--- src/rtl/popcnt_pkg.sv ---
// Shared types and width helpers for the ones-count accumulator.
package popcnt_pkg;

  typedef enum logic {
    COLLECT = 1'b0,
    DONE    = 1'b1
  } state_t;

  typedef logic [1:0] cnt2_t;

  function automatic int sum_width(input int window);
    return $clog2(3 * window + 1);
  endfunction

endpackage

--- src/rtl/popcnt_accum_settle_filter.sv ---
// Deglitch filter: accepts a 2-bit count once it has been stable for SETTLE
// edges, then ignores one edge so the upstream may change value safely.
module settle_filter
  import popcnt_pkg::*;
#(
  parameter int SETTLE = 2
) (
  input  logic  clk,
  input  logic  rst,
  input  logic  en,
  input  cnt2_t d,
  output logic  accept,
  output logic  ack
);

  localparam int STAB_W = $clog2(SETTLE + 1);

  cnt2_t             prev_q;
  logic [STAB_W-1:0] stab_q;
  logic [STAB_W-1:0] stab_d;
  logic [STAB_W-1:0] stab_next_s;
  logic              ack_q;

  // The edge right after an accept is the blank edge and never counts.
  always_comb begin
    stab_next_s = stab_q;
    stab_d      = stab_q;
    accept      = 1'b0;
    if (!en || ack_q) begin
      stab_d = '0;
    end else begin
      if (d == prev_q) begin
        if (stab_q != STAB_W'(SETTLE)) begin
          stab_next_s = stab_q + STAB_W'(1);
        end else begin
          stab_next_s = stab_q;
        end
      end else begin
        stab_next_s = STAB_W'(1);
      end
      if (stab_next_s == STAB_W'(SETTLE)) begin
        accept = 1'b1;
        stab_d = '0;
      end else begin
        stab_d = stab_next_s;
      end
    end
  end

  always_ff @(posedge clk) begin
    if (rst) begin
      prev_q <= 2'b00;
      stab_q <= '0;
      ack_q  <= 1'b0;
    end else begin
      prev_q <= d;
      stab_q <= stab_d;
      ack_q  <= accept;
    end
  end

  assign ack = ack_q;

endmodule

--- src/rtl/popcnt_accum.sv ---
// Frames WINDOW deglitched ones-counts into a sum and maximum and hands the
// result downstream over a valid/ready handshake.
module popcnt_accum
  import popcnt_pkg::*;
#(
  parameter int WINDOW = 8,
  parameter int SETTLE = 2,
  parameter int SUM_W  = sum_width(WINDOW)
) (
  input  logic             clk,
  input  logic             rst,
  input  logic             in_valid,
  input  logic             y1,
  input  logic             y0,
  output logic             in_ack,
  output logic             out_valid,
  input  logic             out_ready,
  output logic [SUM_W-1:0] out_sum,
  output logic [1:0]       out_max
);

  localparam int CNT_W = $clog2(WINDOW + 1);

  state_t             state_q, state_d;
  logic [SUM_W-1:0]   sum_q, sum_d;
  cnt2_t              max_q, max_d;
  logic [CNT_W-1:0]   cnt_q, cnt_d;
  logic               out_valid_q, out_valid_d;
  logic [SUM_W-1:0]   out_sum_q, out_sum_d;
  cnt2_t              out_max_q, out_max_d;

  cnt2_t              sample_s;
  logic               en_s;
  logic               accept_s;
  logic               last_s;
  logic               handshake_s;
  logic [SUM_W-1:0]   sum_acc_s;
  cnt2_t              max_acc_s;

  assign sample_s    = {y1, y0};
  assign en_s        = in_valid && (state_q == COLLECT);
  assign last_s      = accept_s && (cnt_q == CNT_W'(WINDOW - 1));
  assign handshake_s = out_valid_q && out_ready;
  assign sum_acc_s   = sum_q + SUM_W'(sample_s);
  assign max_acc_s   = (sample_s > max_q) ? sample_s : max_q;

  settle_filter #(
    .SETTLE(SETTLE)
  ) u_filter (
    .clk   (clk),
    .rst   (rst),
    .en    (en_s),
    .d     (sample_s),
    .accept(accept_s),
    .ack   (in_ack)
  );

  always_ff @(posedge clk) begin
    if (rst) begin
      state_q <= COLLECT;
    end else begin
      state_q <= state_d;
    end
  end

  always_comb begin
    state_d = state_q;
    case (state_q)
      COLLECT: begin
        if (last_s) begin
          state_d = DONE;
        end else begin
          state_d = COLLECT;
        end
      end
      DONE: begin
        if (handshake_s) begin
          state_d = COLLECT;
        end else begin
          state_d = DONE;
        end
      end
      default: state_d = COLLECT;
    endcase
  end

  // Final totals are published on the accept that completes the frame.
  always_comb begin
    sum_d       = sum_q;
    max_d       = max_q;
    cnt_d       = cnt_q;
    out_valid_d = out_valid_q;
    out_sum_d   = out_sum_q;
    out_max_d   = out_max_q;
    case (state_q)
      COLLECT: begin
        if (accept_s) begin
          sum_d = sum_acc_s;
          max_d = max_acc_s;
          cnt_d = cnt_q + CNT_W'(1);
          if (last_s) begin
            out_valid_d = 1'b1;
            out_sum_d   = sum_acc_s;
            out_max_d   = max_acc_s;
          end else begin
            out_valid_d = 1'b0;
          end
        end else begin
          out_valid_d = out_valid_q;
        end
      end
      DONE: begin
        if (handshake_s) begin
          sum_d       = '0;
          max_d       = 2'b00;
          cnt_d       = '0;
          out_valid_d = 1'b0;
        end else begin
          out_valid_d = out_valid_q;
        end
      end
      default: begin
        out_valid_d = 1'b0;
      end
    endcase
  end

  always_ff @(posedge clk) begin
    if (rst) begin
      sum_q       <= '0;
      max_q       <= 2'b00;
      cnt_q       <= '0;
      out_valid_q <= 1'b0;
      out_sum_q   <= '0;
      out_max_q   <= 2'b00;
    end else begin
      sum_q       <= sum_d;
      max_q       <= max_d;
      cnt_q       <= cnt_d;
      out_valid_q <= out_valid_d;
      out_sum_q   <= out_sum_d;
      out_max_q   <= out_max_d;
    end
  end

  assign out_valid = out_valid_q;
  assign out_sum   = out_sum_q;
  assign out_max   = out_max_q;

endmodule

--- config.mk ---
export PLATFORM = sky130hd
export DESIGN_NAME = popcnt_accum
export DESIGN_NICKNAME = d
export VERILOG_FILES = /design/src/rtl/popcnt_pkg.sv /design/src/rtl/popcnt_accum_settle_filter.sv /design/src/rtl/popcnt_accum.sv
export SDC_FILE = /design/constraint.sdc
export NUM_CORES = 1
export LEC_CHECK = 0
export BUFFER_PORTS_ARGS = -buffer_cell sky130_fd_sc_hd__buf_2
export CAP_MARGIN = 20
export CORE_ASPECT_RATIO = 1.5
export CORE_MARGIN = 8
export CORE_UTILIZATION = 25
export CTS_CLUSTER_DIAMETER = 80
export DETAILED_ROUTE_END_ITERATION = 8
export PLACE_DENSITY = 0.48
export SLEW_MARGIN = 20
export SYNTH_ARGS = -nofsm -noshare
export SYNTH_HDL_FRONTEND = slang
export SYNTH_HIERARCHICAL = 1
export SYNTH_SLANG_ARGS = --single-unit
--- constraint.sdc ---
create_clock -name clk -period 5.7 [get_ports clk]
set_input_delay 1.14 -clock clk [delete_from_list [all_inputs] [get_ports clk]]
set_output_delay 1.14 -clock clk [all_outputs]
set_load 0.01 [all_outputs]
Yosys cells after proc, flatten, opt, wreduce, memory -nomap -nowiden

Index checks and enable logic that the tools add are counted.
Widths: inputs -> output; s select.

Magnitude comparators: 1
Equal/unequal tests: 6
Add/sub/neg operators: 3
Reductions and logical operators: 8
Bitwise logic cells: 1
Muxes and demuxes: 21

Operators with widths:

| operator            | number |
|---|---|
| $mux 2              | 6 |
| $mux 5              | 2 |
| $pmux 5 s2          | 1 |
| $mux 4              | 2 |
| $pmux 4 s2          | 1 |
| $mux 1              | 6 |
| $add 5x2->5         | 1 |
| $add 4x1->4 const B | 1 |
| $eq 4x3->1 const B  | 1 |
| $ne 2x2->1 const B  | 2 |
| $pmux 1 s2          | 2 |
| $pmux 2 s2          | 1 |
| $logic_and 1x1->1   | 3 |
| $reduce_and 3->1    | 1 |
| $reduce_or 3->1     | 1 |
| $add 2x1->2 const B | 1 |
| $eq 2x2->1          | 1 |
| $eq 2x2->1 const B  | 1 |
| $gt 2x2->1          | 1 |
| $ne 2x1->1 const B  | 1 |
| $reduce_and 2->1    | 1 |
| $logic_not 1->1     | 1 |
| $logic_or 1x1->1    | 1 |
| $not 1->1           | 1 |

Output and inout port bits: 9
Register bits: 25
Word-level logic and storage cells: 50
Input port bits: 6

Longest topological paths before layout

Depth in word-level cells: 12
Gate-level depth with buffers: 8
Mapped depth without buffers: 7

By module

Netlist, hierarchy kept.

Modules (own cells, without submodules):

| module        | cells an instance | seq. area each (µm²) | times used | area an instance (µm²) |
|---|---|---|---|---|
| popcnt_accum  | 116               | 400.4                | 1          | 1049.8 |
| settle_filter | 21                | 100.1                | 1          | 216.5 |

Least setup slack after synthesis

Ideal clock, no wire load.

Path kind: input port to flip-flop
Start: input port y1
End: register sum_q[2]
Buffers on the path: 1
Arrival: 2.543 ns
Setup slack: 3.069 ns
Setup time: 0.088 ns
Data required time: 5.612 ns
Stages on the path: 6
Cell sequence: xor2_1 -> nor4_1 -> nor2b_4 -> buf_6 -> nand2_1 -> a311oi_2

Cells in the longest elaborated chain, start to end: 8
Elaborated cells on any way between the ends: 11
Classes of those cells: add/sub: 1; eq/ne: 3; mux: 6; reduce/logical: 1

RTL lines:

| what                       | RTL line                         | text |
|---|---|---|
| start: declaration         | popcnt_accum.sv:13               | `input logic y1,` |
| $eq 2x2->1                 | popcnt_accum_settle_filter.sv:32 | `if (d == prev_q) begin` |
| $mux 2                     | popcnt_accum_settle_filter.sv:32 |  |
| $mux 2                     | popcnt_accum_settle_filter.sv:29 | `if (!en \|\| ack_q) begin` |
| $eq 2x2->1                 | popcnt_accum_settle_filter.sv:41 | `if (stab_next_s == STAB_W'(SETTLE)) begin` |
| $mux 1                     | popcnt_accum_settle_filter.sv:41 |  |
| $mux 1                     | popcnt_accum_settle_filter.sv:29 |  |
| via accept_s               | popcnt_accum.sv:34               | `logic accept_s;` |
| $ne 2x2->1 (no line)       | -                                |  |
| $reduce_and 2->1 (no line) | -                                |  |
| end signal: assignment     | popcnt_accum.sv:137              | `sum_q <= sum_d;` |
| end: declaration           | popcnt_accum.sv:25               | `logic [SUM_W-1:0] sum_q, sum_d;` |

The timed path passes the listed nets, and every way through them passes these cells. The select of a mux whose other input is x is not followed.
A chain may end at the register's enable or synchronous reset.

Worst setup path after layout

Start: input port y1
End: register out_max_q[0], in the netlist out_max[0]

Cells in the longest elaborated chain, start to end: 8
Elaborated cells on any way between the ends: 10
Classes of those cells: order compare: 1; eq/ne: 2; mux: 5; reduce/logical: 2

RTL lines:

| what                           | RTL line                         | text |
|---|---|---|
| $eq 2x2->1 (*)                 | popcnt_accum_settle_filter.sv:32 |  |
| $mux 2 (*)                     | popcnt_accum_settle_filter.sv:32 |  |
| $mux 2 (*)                     | popcnt_accum_settle_filter.sv:29 |  |
| $eq 2x2->1 (*)                 | popcnt_accum_settle_filter.sv:41 |  |
| $mux 1 (*)                     | popcnt_accum_settle_filter.sv:41 |  |
| $mux 1 (*)                     | popcnt_accum_settle_filter.sv:29 |  |
| via accept_s                   | popcnt_accum.sv:34               |  |
| $logic_and 1x1->1              | popcnt_accum.sv:42               | `assign last_s = accept_s && (cnt_q == CNT_W'(WINDOW - 1));` |
| $reduce_and 3->1 (no line) (*) | -                                |  |
| end signal: assignment         | popcnt_accum.sv:142              | `out_max_q <= out_max_d;` |
| end: declaration               | popcnt_accum.sv:30               | `cnt2_t out_max_q, out_max_d;` |

The timed path passes the listed nets; every way through them passes the cells marked *. The select of a mux whose other input is x is not followed.

==> flow_summary.json <==
{
  "syn-instance-count": 137,
  "setup_violations": 0,
  "rsz0062_at_grt": "false",
  "cts_tree": "yes",
  "finalHoldViolCount": 0,
  "startpoint": "y1",
  "fp.dieH_um": 103,
  "grt_pass1_vias": 1061,
  "std_cell_rows": 31,
  "worst_r2r_path_depth": 6,
  "hold_buffers": 0,
  "fin_crit_sh_pct": 50.1,
  "htreeDepth": 1,
  "start_util_pct": 26.1,
  "numClockSinks": 25,
  "portBuffers": 14,
  "dp_slack_ps": 2550,
  "setup.worst_path.end": "out_max[0]",
  "vdd_ir_drop_max_mv": 0.0601,
  "antenna_found_initial": 0,
  "clk_path_buf_depth": 2,
  "grt_usage_pct": 8.25,
  "yosysUniqueCellTypes": 44,
  "path_class": "in2reg",
  "routabilityCongestion": 0.743,
  "r2r_slack_ps": 3370,
  "p_comb_share_pct": 6.6,
  "clock.fmax_mhz": 350,
  "yosysWarningCount": 6,
  "worstSetupEndpointType": "register",
  "diodes": 0,
  "grt_pass1_wl_um": 4900,
  "vias_per_cell": 4.62,
  "timing.setup.tns_ps": 0,
  "ant_nets": 0,
  "p_sw_share_pct": 22.4,
  "maxCapViolCount": 0,
  "drc": 0,
  "top_level_ports": 15,
  "min_path_type": "reg2reg",
  "synth_area_leaders": "dfxtp_1 40%, ha_1 6.9%, a21oi_1 6.3%",
  "die_w_um": 74.1,
  "routedWlPerCell_um": 12.9,
  "cts_root_buffer": "clkbuf_8",
  "power_frac_seq_pct": 58.8,
  "timing.rr.start": "state_q",
  "worst_pin_slew_ps": 592,
  "syn_area_per_cell_um2": 9.24,
  "ys_top_cells_by_count": "25 x dfxtp_1, 16 x a21oi_1, 12 x nand2_1",
  "nNetsFinal": 164,
  "finalWirelength_um": 2770,
  "ctsResizeCount": 0,
  "powerDensity_nw_per_um2": 211,
  "post-route-min-period_ps": 2850,
  "clock_latency_ps": 270,
  "outcome": "complete, no violations",
  "fin_ws_ps": 2850,
  "cts_buffers": 3,
  "crit_fanout": 15,
  "drive_gt1_share_pct": 16.8,
  "grt_max_degree": 23,
  "firstDrtPassIters": 3,
  "synth_largest_area_cell": "dfxtp_1",
  "worstPathArrival_ps": 3020,
  "p_int_uw": 233,
  "p_clk_share_pct": 34.6,
  "finClkSkew_ps": 5.45,
  "synthFlopType": "dfxtp_1",
  "start_kind": "primary input",
  "synth-edff-count": 0,
  "p_leak_uw": 0.000527,
  "area_growth_pct": 12.4,
  "overflow": 0,
  "synth_top_area_share_pct": 39.5,
  "relSlewSlack_pct": 60.2,
  "power.total_uw": 300,
  "stdcell_count": 215,
  "yosysSeqAreaShare_pct": 39.5,
  "place_inst": 211,
  "syn-cell-area_um2": 1270,
  "yosysMostFrequentCell": "dfxtp_1",
  "cts_setup_buffers": 0,
  "r2r-end": "out_max[0]",
  "clkTransAtPathRegs_ps": 90,
  "syn-num-nets": 151,
  "switchingPower_uw": 67.1,
  "core_region_area_um2": 4850,
  "cp_data_required_time_ps": 5870,
  "dr_total_vias": 993,
  "timing_max_transition_violations_final": 0,
  "async_flop_share_pct": 0,
  "dp_hpwl_um": 2150,
  "dieArea_um2": 7650,
  "synth_seq_cells": 25,
  "final_util_pct": 29.3,
  "drtIter0Drc": 19
}
==> cell usage in the layout, fill, tap and decap left out, drive strengths merged, types with 3 or more instances in the layout <==
cell    netlist  routed
nand2b        5       5
a21oi        16      16
clkbuf        2       4
nor2b         4       4
o32ai         3       3
nand2        13      13
a211oi        4       4
nor4          3       3
or2b          3       3
nand3        11      11
dfxtp        25      25
inv          11      11
buf           4      14
ha            7       7
==> metal layers <==
layer / up-vias / track usage, % / share of wire (%)
met4: 0 / 3.71 / 1.5
met1: 469 / 8.97 / 44
met2: 13 / 14.4 / 51
li1: 507 / - / -
met3: 4 / 2.14 / 3.7
met5: - / 0 / 0
==> metrics by stage <==
step                      hold slack (ps)  cell area, µm²
after floorplan                       446            1270
after global placement                461            1380
after detailed placement              458            1380
after CTS                             471            1420
after global routing                  502            1420
final                                 467            1420
==> critical path, cell delays in order <==
cell and delay [ps]:
buf_2 130, xor2_1 210, nor4_1 560, nor2b_4 430, nand2_1 190, o41ai_2 350
==> registers in the layout (all words and copies together), names as in the netlist <==
name	flops
cnt_q	4
max_q	2
out_max	2
out_sum	5
out_valid	1
state_q	1
sum_q	5
u_filter/ack	1
u_filter/prev_q	2
u_filter/stab_q	2
==> power groups by stage <==
stage | Combinational, µW | Clock [µW] | Sequential, µW
floorplan | 13.8 | 0 | 181
global placement | 19.3 | 0 | 181
detailed placement | 19.9 | 0 | 181
CTS | 20.2 | 110 | 177
global route | 22.7 | 118 | 177
finish | 19.9 | 104 | 177
==> area by class of cell <==
type / instances / area, µm²
Multi-Input combinational cell: 95 / 683
Inverter: 11 / 41.3
Timing Repair Buffer: 14 / 70.1
Sequential cell: 25 / 500
Fill cell: 519 / 3430
Tap cell: 66 / 82.6
Clock buffer: 4 / 45.0
==> worst min-delay path by stage <==
stage | startpoint | to | slack, ps | cells past startpoint
floorplan | cnt_q[3] | cnt_q[3] | 450 | 2
CTS | max_q[1] | max_q[1] | 470 | 2
global placement | max_q[1] | max_q[1] | 460 | 2
finish | max_q[1] | max_q[1] | 470 | 2
global route | max_q[1] | max_q[1] | 500 | 2
detailed placement | max_q[1] | max_q[1] | 460 | 2
==> logic make-up (layout without fill, tap and decap cells) <==
family                     after synthesis  after routing  share of synthesized area, %
adders and majority gates                8              8                          8.50
xor gates and xnor gates                 4              4                          2.77
AOI/OAI and AO/OA                       35             35                          19.2
and+or+nand+nor                         47             47                          22.7
DFF                                     25             25                          39.5
buffers and inverters                   17             29                          6.52
muxes                                    1              1                         0.791
(Power assumes the default switching activity.)
